==> src/rtl/instr_encode_loader.sv <==
// instr_encode_loader
//   Encodes RV32I R-type and I-type (ADDI-class) instruction words from separate fields and
//   writes them to consecutive instruction-memory word addresses during a load session.
//   A small show-ahead FIFO decouples the field source from the memory write port.
//
// Ports
//   clk_i, rst_ni       clock (rising edge), asynchronous active-low reset
//   start_i             pulse: begin a load session (IDLE only)
//   finish_i            pulse: stop accepting beats and drain the FIFO (LOAD only)
//   in_valid_i/in_ready_o  field-beat handshake
//   in_fmt_i            0 = R-type, 1 = I-type
//   in_rd_i, in_rs1_i, in_rs2_i, in_funct3_i, in_funct7_i, in_imm_i  instruction fields
//   mem_we_o/mem_ready_i   write handshake; mem_addr_o/mem_wdata_o hold while stalled
//   count_o             words written this session, saturating
//   imm_err_o           sticky: an I-type immediate was out of range (beat dropped)
//   busy_o              session in LOAD or DRAIN
//   done_o              one-cycle pulse when the drain completes
module instr_encode_loader #(
  parameter int unsigned DEPTH     = 4,
  parameter int unsigned ADDR_W    = 10,
  parameter int unsigned BASE_ADDR = 0
) (
  input  logic              clk_i,
  input  logic              rst_ni,
  input  logic              start_i,
  input  logic              finish_i,
  input  logic              in_valid_i,
  output logic              in_ready_o,
  input  logic              in_fmt_i,
  input  logic [4:0]        in_rd_i,
  input  logic [4:0]        in_rs1_i,
  input  logic [4:0]        in_rs2_i,
  input  logic [2:0]        in_funct3_i,
  input  logic [6:0]        in_funct7_i,
  input  logic [31:0]       in_imm_i,
  output logic              mem_we_o,
  input  logic              mem_ready_i,
  output logic [ADDR_W-1:0] mem_addr_o,
  output logic [31:0]       mem_wdata_o,
  output logic [ADDR_W:0]   count_o,
  output logic              imm_err_o,
  output logic              busy_o,
  output logic              done_o
);

  localparam int unsigned PtrW = (DEPTH > 1) ? $clog2(DEPTH) : 1;
  localparam logic [6:0] OpcOp    = 7'b0110011;
  localparam logic [6:0] OpcOpImm = 7'b0010011;

  typedef enum logic [1:0] {StIdle, StLoad, StDrain, StDone} state_e;

  state_e state_q, state_d;

  logic [31:0]       fifo_mem [DEPTH];
  logic [PtrW-1:0]   wr_ptr_q, rd_ptr_q;
  logic [PtrW:0]     occ_q, occ_d;
  logic              full, empty;

  logic [ADDR_W-1:0] addr_q, addr_d;
  logic [ADDR_W:0]   count_q, count_d;
  logic              imm_err_q, imm_err_d;

  logic              imm_ok;
  logic [31:0]       enc_word;
  logic              accept, push, pop;
  logic              sess_start;

  assign full  = (occ_q == (PtrW + 1)'(DEPTH));
  assign empty = (occ_q == '0);

  // Immediate fits in 12 signed bits when bits 31..11 are all copies of the sign.
  assign imm_ok = (&in_imm_i[31:11]) | ~(|in_imm_i[31:11]);

  always_comb begin
    enc_word = '0;
    if (in_fmt_i) begin
      enc_word = {in_imm_i[11:0], in_rs1_i, in_funct3_i, in_rd_i, OpcOpImm};
    end else begin
      enc_word = {in_funct7_i, in_rs2_i, in_rs1_i, in_funct3_i, in_rd_i, OpcOp};
    end
  end

  assign in_ready_o  = (state_q == StLoad) && !full;
  assign accept      = in_valid_i && in_ready_o;
  // Out-of-range I-type beats are consumed but never reach the FIFO.
  assign push        = accept && (!in_fmt_i || imm_ok);
  assign mem_we_o    = !empty && ((state_q == StLoad) || (state_q == StDrain));
  assign pop         = mem_we_o && mem_ready_i;
  assign mem_wdata_o = empty ? 32'h0 : fifo_mem[rd_ptr_q];
  assign mem_addr_o  = addr_q;
  assign count_o     = count_q;
  assign imm_err_o   = imm_err_q;
  assign busy_o      = (state_q == StLoad) || (state_q == StDrain);
  assign done_o      = (state_q == StDone);
  assign sess_start  = (state_q == StIdle) && start_i;

  // FSM next state
  always_comb begin
    state_d = state_q;
    unique case (state_q)
      StIdle:  if (start_i)  state_d = StLoad;
      StLoad:  if (finish_i) state_d = StDrain;
      StDrain: if (empty)    state_d = StDone;
      StDone:                state_d = StIdle;
      default:               state_d = StIdle;
    endcase
  end

  // Occupancy and session bookkeeping
  always_comb begin
    occ_d     = occ_q;
    addr_d    = addr_q;
    count_d   = count_q;
    imm_err_d = imm_err_q;
    unique case ({push, pop})
      2'b10:   occ_d = occ_q + 1'b1;
      2'b01:   occ_d = occ_q - 1'b1;
      default: occ_d = occ_q;
    endcase
    if (sess_start) begin
      addr_d    = ADDR_W'(BASE_ADDR);
      count_d   = '0;
      imm_err_d = 1'b0;
    end else begin
      if (pop) begin
        addr_d = addr_q + 1'b1;
        if (count_q != '1) begin
          count_d = count_q + 1'b1;
        end
      end
      if (accept && in_fmt_i && !imm_ok) begin
        imm_err_d = 1'b1;
      end
    end
  end

  always_ff @(posedge clk_i or negedge rst_ni) begin
    if (!rst_ni) begin
      state_q   <= StIdle;
      wr_ptr_q  <= '0;
      rd_ptr_q  <= '0;
      occ_q     <= '0;
      addr_q    <= ADDR_W'(BASE_ADDR);
      count_q   <= '0;
      imm_err_q <= 1'b0;
    end else begin
      state_q   <= state_d;
      occ_q     <= occ_d;
      addr_q    <= addr_d;
      count_q   <= count_d;
      imm_err_q <= imm_err_d;
      if (push) begin
        wr_ptr_q <= wr_ptr_q + 1'b1;
      end
      if (pop) begin
        rd_ptr_q <= rd_ptr_q + 1'b1;
      end
    end
  end

  // Storage needs no reset: occupancy gates every read.
  always_ff @(posedge clk_i) begin
    if (push) begin
      fifo_mem[wr_ptr_q] <= enc_word;
    end
  end

endmodule

==> config.mk <==
export PLATFORM = sky130hd
export DESIGN_NAME = instr_encode_loader
export DESIGN_NICKNAME = d
export VERILOG_FILES = /design/src/rtl/instr_encode_loader.sv
export SDC_FILE = /design/constraint.sdc
export NUM_CORES = 1
export LEC_CHECK = 0
export ABC_CLOCK_PERIOD_IN_PS = 5300
export BUFFER_PORTS_ARGS = -buffer_cell sky130_fd_sc_hd__buf_2
export CORE_MARGIN = 2
export CORE_UTILIZATION = 50
export CTS_BUF_LIST = sky130_fd_sc_hd__clkbuf_8 sky130_fd_sc_hd__clkbuf_16
export DETAILED_ROUTE_END_ITERATION = 10
export HOLD_SLACK_MARGIN = 0.02
export PLACE_DENSITY = 0.78
export SLEW_MARGIN = 20
export SYNTH_ARGS = -nofsm -noshare
export SYNTH_HDL_FRONTEND = slang
export SYNTH_SLANG_ARGS = --single-unit
==> constraint.sdc <==
create_clock -name clk_i -period 5.3 [get_ports clk_i]
set_input_delay 0 -clock clk_i [delete_from_list [all_inputs] [get_ports clk_i]]
set_output_delay 0 -clock clk_i [all_outputs]
set_load 0.02 [all_outputs]
==> out/metrics.cfg, run 1 <==
[status]
status = finished, final reports clean

[yosys]
synth_common_cells = edfxtp_1 (104), dfrtp_1 (31), and2_1 (27), mux4_2 (26), nor2_1 (21)
synth_edf_count = 104
synth_area_leader_cell = edfxtp_1
synth_most_common_cell = edfxtp_1
ys_types = 40
synth-main-ff-cell = edfxtp_1
ys_seq_area_frac = 0.666
syn_area_um2 = 5850
synth_top_area_frac = 0.534
synthCells = 363
yosys_warnings = 0
ys_ff_latch = 135
synthArstFlopShare = 0.230
ys_top_cells_by_area = edfxtp_1 (53%), dfrtp_1 (13%), mux4_2 (10%)
synth.avg_cell_area_um2 = 16.1

[finish]
area_delta_synth_final_pct = 27.5
diodes = 0
fill_cells = 806
finalNetCount = 603
drive_above_1_share = 0.354

[sta]
period_minus_slack_ps = 2650
fmax_mhz = 377
slew_viol_final = 0
setup_viol = 0
setup_ws_ps = 2650
finalCritPeriodShare = 0.500
fin_tns_setup_ps = 0
fin_skew_ps = 15.1
max_slew_margin = 0.382
grt_setup_unrepaired = false
tightest_slew_ps = 928
finalHoldViolCount = 0

[route]
ant_nets = 0
wl_per_cell_um = 17.7
routed_wl_mm = 12.1
drt_first_pass_iters = 4
via_count = 3661
avgViaCountPerCell = 5.37
drt_iter0_drc = 220
drc = 0

[clocking]
clock_latency_ps = 420
cts_tree = done
cts.sinks = 135
cts_setup_buffers = 0
postCtsHoldBufs = 42
clockBufferDepth = 2
post_cts_resized = 0
cts_root_buffer = clkbuf_16
htree_num_levels = 4
clk_pin_slew_ps = 50
cts_buffers = 17

[power]
p_per_area_nw_per_um2 = 484
p_seq_frac = 0.393
swShare = 0.341
p_clk_frac = 0.273
ir_drop_uv = 380
p_leak_nw = 2.92
p_int_mw = 2.38
p_sw_mw = 1.23
p_comb_frac = 0.334

[setup_path]
start_kind = flop
cp_data_arrival_time_ps = 2990
cp_max_fo = 14
crit_chain = inv_1 > ha_1 > o311a_1 > ha_1 > inv_1 > fa_1 > xor2_1 > nor2_1 > xor2_1
end_kind = flop
cp_slowest_stage_delay_ps = 530
worstPathRequired_ps = 5640
timing_worst_setup_path_type = flop to flop
cp_slowest_cell = o311a_1
reg2reg_from = state_q[1]$_DFFE_PN0P_
startpoint = state_q[1]$_DFFE_PN0P_

[floorplanning]
die_x_um = 112
rows = 39
initial_core_util = 0.512
dieArea_um2 = 12600
die_h_um = 112
io_pins = 122
core_area_um2 = 11400

[global_route]
antenna_found_initial = 0
grtUsageTotal = 0.202
grt_pass1_vias = 3725
grt_start_max_net_pins = 32
grt_remaining_overflow = 0
grt_pass1_wl_mm = 19.1

[placed_design]
gp_congestion = 0.780
pre_cts_ws_ps = 2690
port_buffers = 118
hpwl_mm = 7.34

[hold_path]
holdCritStartpoint = finish_i
hold_path.class = input pin to flop

[job]
drv_cap = 0

[cells by family (layout without fill, tap and decap cells)]
family / Yosys count / in the layout / synth area share
mux: 42 / 42 / 0.131
other cells: 1 / 3 / 0.000641
xor+xnor: 21 / 21 / 0.0314
simple gates: 103 / 103 / 0.0969
flops: 135 / 135 / 0.666
compound gates: 18 / 18 / 0.0216
buf+inv: 30 / 204 / 0.0231
fa+ha+maj: 13 / 13 / 0.0291
[placed cells by master, fill, tap and decap left out, types with 2 or more instances in the layout]
cell,n
a211oi_1,3
a21oi_1,5
a31oi_1,3
and2_1,28
and2_2,4
and3_1,3
buf_2,118
clkbuf_16,17
clkinv_1,7
clkinv_2,5
conb_1,3
dfrtp_1,29
dfrtp_2,2
dlygate4sd3_1,42
edfxtp_1,104
ha_1,12
inv_1,13
mux2_2,13
mux2i_1,2
mux4_2,26
nand2_1,13
nand3_1,4
nand4_1,10
nor2_1,21
nor3_1,5
nor4_1,5
o21ai_0,4
or3_1,4
xnor2_1,13
xor2_1,8
[cell type report]
cell class	instances	area, µm²	area share
clock buffers	17	425	0.0570
flip-flops and latches	135	3900	0.523
clock inverters	15	71.3	0.00956
multi-input cells	200	1830	0.245
inverters	12	45.0	0.00604
repair buffers	160	1010	0.136
well taps	143	179	0.0240
[critical path: cells and delay by family (launching register included)]
kind / cells / cell delay (ps)
adder cells (fa/ha/maj): 3 / 1030
AO/OA/AOI/OAI: 1 / 530
flip-flops: 1 / 380
XOR/XNOR: 2 / 320
buffers and inverters: 2 / 170
AND/OR/NAND/NOR: 1 / 120
[power groups by stage]
stage	Sequential, mW	Combinational (mW)	Clock (mW)
2_1_floorplan	1.34	0.914	0
3_3_place_gp	1.43	1.13	0
3_5_place_dp	1.44	1.17	0
4_1_cts	1.42	1.21	1.00
5_1_grt	1.45	1.30	1.05
6_report	1.42	1.20	0.987
[per-stage QoR]
step,util,instance area [µm²],power [mW],instances,hold WS (ps)
after floorplan,-,5860,2.26,365,-296
after global placement,0.573,6540,2.56,608,67.2
after detailed placement,0.573,6540,2.61,608,84.7
after CTS,0.653,7460,3.63,682,51.8
after global routing,0.653,7460,3.79,682,95.5
final,0.653,7460,3.61,682,54.7
[final timing paths]
kind                       depth (start not counted)  slack (ps)                       to
max                                                9        2650     occ_q[2]$_DFFE_PN0P_
min in group asynchronous                          2         160   count_o[3]$_DFFE_PN0P_
max in group asynchronous                          2        4640  rd_ptr_q[1]$_DFFE_PN0P_
min reg2reg                                        1         530     occ_q[0]$_DFFE_PN0P_
min                                                3          50   state_q[0]$_DFFE_PN0P_
max reg2reg                                        9        2650     occ_q[2]$_DFFE_PN0P_
[per-layer routing]
metal | global-route usage | vias to the layer above | share of wire
li1 | - | 1693 | -
met1 | 0.249 | 1816 | 0.42
met2 | 0.334 | 132 | 0.50
met3 | 0.0680 | 20 | 0.063
met4 | 0.0780 | 0 | 0.020
met5 | 0 | - | 0
[state kept, by name, indices dropped and copies added, names as in the netlist]
signal,count
occ_q,3
rd_ptr_q,2
count_o,11
wr_ptr_q,2
imm_err_o,1
fifo_mem,104
state_q,2
mem_addr_o,10
Note: power is estimated with default switching activity, not from simulation.
==> inputs of run 2 (changes only) <==
Settings changed: ABC_CLOCK_PERIOD_IN_PS 5300 to 2700.
Clock period 5.3 ns to 2.7 ns, I/O delays scaled along.
==> run 2 against run 1 <==
Against the previous run:
- final area increased by 2.3%
- global-route usage is 0.91 points lower
- final cell count grew 2.2%
- combinational power increased by 110%
- wire length is 4.7% lower
- hold slack lost 15 ps
- critical path type unchanged
- non-clock buffer count is 15 higher
- highest routed layer unchanged
- first-iteration DRC count fell by 9.5%
==> out/metrics.cfg, run 2 (synthesis results as in run 1) <==
[placed_design]
placedCellCount = 623
hpwl_mm = 7.50
gp_congestion = 0.803
pre_cts_ws_ps = 220
port_buffers = 118

[setup_path]
timing_worst_setup_path_type = flop to flop
cp_data_arrival_time_ps = 2690
cp_slowest_cell = dfrtp_1
crit_family = adder cells
cp_max_fo = 7
cp_slowest_stage_delay_ps = 410
end_kind = flop
cp.buffers_inverters = 4
cp_common_cell = inv_1
worstPathRequired_ps = 3030
start_kind = flop
crit_chain = inv_1 > ha_1 > inv_1 > a31oi_1 > nand2_1 > a31oi_4 > inv_1 > ha_1 > inv_1 > fa_1 > o21ai_0

[finish]
diodes = 0
drive_above_1_share = 0.383
area_delta_synth_final_pct = 30.3
layout_common_cells = buf_2 (118), edfxtp_1 (104), dlygate4sd3_1 (42)
finalNetCount = 618
seqCellArea_um2 = 3900
stdcell_count = 697
fill_cells = 783
largest_reg_flops = 104
mostFrequentLayoutCell = buf_2
multi_input_area_um2 = 1830
largest_register = fifo_mem

[clocking]
cts_tree = done
cts_buffers = 17
clockBufferDepth = 2
clock_latency_ps = 410
htree_num_levels = 4
clk_pin_slew_ps = 60
cts_root_buffer = clkbuf_16
cts.sinks = 135
post_cts_resized = 0

[floorplanning]
io_pins = 122
initial_core_util = 0.512
die_x_um = 112
rows = 39
dieArea_um2 = 12600
core_area_um2 = 11400
die_h_um = 112

[sta]
finalHoldViolCount = 0
finalCritPeriodShare = 0.874
slew_viol_final = 0
tightest_slew_ps = 679
fin_tns_setup_ps = 0
grt_setup_unrepaired = false
max_slew_margin = 0.548
fmax_mhz = 424
setup_ws_ps = 340
setup_viol = 0
fin_skew_ps = 4.48
period_minus_slack_ps = 2360

[route]
wl_per_cell_um = 16.5
drc = 0
via_count = 3606
avgViaCountPerCell = 5.17
drt_iter0_drc = 199
drt_first_pass_iters = 4
ant_nets = 0
routed_wl_mm = 11.5

[global_route]
grtUsageTotal = 0.193
antenna_found_initial = 0
grt_pass1_vias = 3828
grt_pass1_wl_mm = 18.5
grt_start_max_net_pins = 32
grt_remaining_overflow = 0

[hold_path]
hold_path.class = input pin to flop

[power]
ir_drop_uv = 838
p_leak_nw = 3.02
p_per_area_nw_per_um2 = 957

[status]
status = finished, final reports clean

[job]
drv_cap = 0

-- run 2: changes by cell type in the layout (fill, tap and decap cells not counted), sizes merged --
cell	change
buf	+15
bufinv	+1
clkinv	-5
clkinvlp	+2
inv	+2
-- run 2: final timing paths --
kind                                        start                      end  slack (ps)  depth (start not counted)
min in group asynchronous                  rst_ni   count_o[1]$_DFFE_PN0P_         170                          2
setup / recovery           state_q[1]$_DFFE_PN0P_     occ_q[1]$_DFFE_PN0P_         340                         11
hold reg to reg              occ_q[0]$_DFFE_PN0P_     occ_q[0]$_DFFE_PN0P_         520                          1
setup reg to reg           state_q[1]$_DFFE_PN0P_     occ_q[1]$_DFFE_PN0P_         340                         11
hold / removal                           finish_i   state_q[0]$_DFFE_PN0P_          40                          3
max in group asynchronous                  rst_ni  rd_ptr_q[0]$_DFFE_PN0P_        2050                          2
-- run 2: through the flow --
step | total power, mW | hold slack (ps) | util | area [µm²]
5_1_grt | 7.70 | 84.9 | 0.668 | 7630
6_report | 7.30 | 39.3 | 0.668 | 7630
3_5_place_dp | 5.19 | 90.8 | 0.583 | 6650
4_1_cts | 7.38 | 36.7 | 0.668 | 7630
2_1_floorplan | 4.43 | -296 | - | 5860
3_3_place_gp | 5.13 | 78.9 | 0.583 | 6650
-- run 2: worst min-delay path: stages --
cell	delay [ps]
buf_2	80
o221ai_1	160
a21oi_1	170
-- run 2: repair_timing --
item | CTS | global route
setup buffers | 0 | 0
hold endpoints to repair | 133 | 0
hold buffers | 42 | 0
-- run 2: final cells by class --
| class | instances | area share |
|---|---|---|
| clock buffer | 17 | 0.0558 |
| multi-input combinational | 200 | 0.239 |
| sequential | 135 | 0.511 |
| clock inverter | 15 | 0.0169 |
| inverter | 12 | 0.00591 |
| tap | 143 | 0.0235 |
| timing repair buffer | 175 | 0.147 |
-- run 2: metal layers --
metal,GRT usage,up-vias,part of all wire
met2,0.323,103,0.51
met1,0.238,1764,0.42
met3,0.0599,12,0.056
met5,0,-,0
met4,0.0732,0,0.012
li1,-,1727,-
-- run 2: power breakdown --
group          total (mW)  internal, mW  switching [mW]  leakage, nW
Combinational        2.52          1.15            1.37         1.41
Sequential           2.66          2.45           0.205         1.34
Clock                2.12          1.26           0.852        0.267
Total                7.30          4.87            2.43         3.02
==> inputs of run 3 (changes only) <==
Settings changed: SETUP_SLACK_MARGIN set to 0.5.
==> run 3 against run 2 <==
Against the previous run:
- final cell count up 0.57%
- hold slack improved by 62 ps
- first-iteration DRC count up 31%
- sequential power barely moved
- final area up 2.6%
- maximum frequency up 12%
- register-to-register slack better by 240 ps
- setup slack improved by 240 ps
- global-route usage grew 2.6 points
- combinational power is 9.1% higher
- flip-flop and latch count unchanged
- count of clock-buffer cells in the layout did not move
==> out/metrics.cfg, run 3 (synthesis results as in run 1) <==
[finish]
largest_register = fifo_mem
diodes = 0
drive_above_1_share = 0.400
multi_input_area_um2 = 1870
area_delta_synth_final_pct = 33.8
finalNetCount = 622
seqCellArea_um2 = 3900
mostFrequentLayoutCell = buf_2
largest_reg_flops = 104
fill_cells = 771
layout_common_cells = buf_2 (118), edfxtp_1 (104), dlygate4sd3_1 (41)
final_area_um2 = 7830

[placed_design]
hpwl_mm = 7.68
gp_congestion = 0.796
dpl_cell_area_um2 = 6690
port_buffers = 118

[job]
drv_cap = 0

[clocking]
clock_latency_ps = 410
cts_buffers = 17
cts_root_buffer = clkbuf_16
cts_tree = done
clk_pin_slew_ps = 60
clockBufferDepth = 2
htree_num_levels = 4
cts.sinks = 135

[route]
ant_nets = 0
routed_wl_mm = 13.1
via_count = 3692
drt_first_pass_iters = 4
avgViaCountPerCell = 5.27
drc = 0
drt_iter0_drc = 261
wl_per_cell_um = 18.6

[setup_path]
cp_data_arrival_time_ps = 2440
worstPathRequired_ps = 3030
end_kind = flop
timing_worst_setup_path_type = flop to flop
cp_max_fo = 4
start_kind = flop

[sta]
fmax_mhz = 473
grt_setup_unrepaired = true
fin_skew_ps = 3.49
slew_viol_final = 0
tightest_slew_ps = 699
fin_tns_setup_ps = 0
period_minus_slack_ps = 2110
finalCritPeriodShare = 0.783
max_slew_margin = 0.534
setup_viol = 0
finalHoldViolCount = 0

[floorplanning]
dieArea_um2 = 12600
die_x_um = 112
core_area_um2 = 11400
initial_core_util = 0.512
rows = 39
die_h_um = 112
io_pins = 122

[global_route]
grt_remaining_overflow = 0
grt_start_max_net_pins = 32
grtUsageTotal = 0.220
grt_pass1_vias = 3978
antenna_found_initial = 0
grt_pass1_wl_mm = 20.8

[power]
p_clk_frac = 0.313
p_leak_nw = 3.09
p_per_area_nw_per_um2 = 1010
ir_drop_uv = 675
p_seq_frac = 0.338
p_comb_frac = 0.350
p_int_mw = 5.35
p_sw_mw = 2.52
swShare = 0.320

[hold_path]
hold_path.class = input pin to flop

[status]
status = finished, final reports clean

-- run 3: final timing paths --
path                                        endpoint                   start  slack (ps)  cells past startpoint
setup reg to reg                occ_q[2]$_DFFE_PN0P_  state_q[1]$_DFFE_PN0P_         590                     10
max in group asynchronous    rd_ptr_q[0]$_DFFE_PN0P_                  rst_ni        2000                      2
setup / recovery                occ_q[2]$_DFFE_PN0P_  state_q[1]$_DFFE_PN0P_         590                     10
min in group asynchronous  mem_addr_o[9]$_DFFE_PN0P_                  rst_ni         170                      2
hold / removal                state_q[0]$_DFFE_PN0P_                finish_i         100                      3
hold reg to reg                 occ_q[0]$_DFFE_PN0P_    occ_q[0]$_DFFE_PN0P_         550                      1
-- run 3: through the flow --
step	hold slack (ps)	util	cells	worst slack [ps]	total power [mW]
floorplan	-296	-	365	518	4.51
global placement	83.2	0.586	619	334	5.18
detailed placement	89.4	0.586	619	255	5.26
CTS	41.3	0.682	698	526	7.88
global route	112	0.686	701	487	8.29
finish	101	0.686	701	585	7.88
-- run 3: what timing repair did --
action	in CTS	in global routing
endpoints found under the setup margin	28	43
hold buffers	41	0
buffers inserted	6	3
pin swaps	0	0
hold endpoints to repair	132	0
gates resized for setup	2	2
-- run 3: routing by layer --
layer,part of all wire,track usage,up-vias,wire [µm]
li1,-,-,1734,-
met1,0.38,0.265,1813,5020
met2,0.54,0.383,132,7100
met3,0.060,0.0626,13,789
met4,0.011,0.0724,0,148
met5,0,0,-,0
-- run 3: critical path, stage by stage, from the launching register on --
cell and delay, ps:
dfrtp_1 360, inv_2 50, buf_4 140, ha_4 270, o311a_4 180, ha_2 180, inv_1 50, fa_1 370
xor2_1 160, nor2_1 110, xor2_1 170
-- run 3: final cells by class --
cell class	instances	share of cell area
inverters	12	0.00575
well taps	143	0.0229
clock buffers	17	0.0543
flip-flops and latches	135	0.499
repair buffers	179	0.153
clock inverters	15	0.0267
multi-input cells	200	0.239
-- run 3: power groups by stage --
| stage | registers, mW | logic (mW) | clock network, mW |
|---|---|---|---|
| 2_1_floorplan | 2.64 | 1.86 | 0 |
| 3_3_place_gp | 2.77 | 2.41 | 0 |
| 3_5_place_dp | 2.78 | 2.49 | 0 |
| 4_1_cts | 2.70 | 2.68 | 2.50 |
| 5_1_grt | 2.68 | 3.02 | 2.59 |
| 6_report | 2.66 | 2.75 | 2.46 |
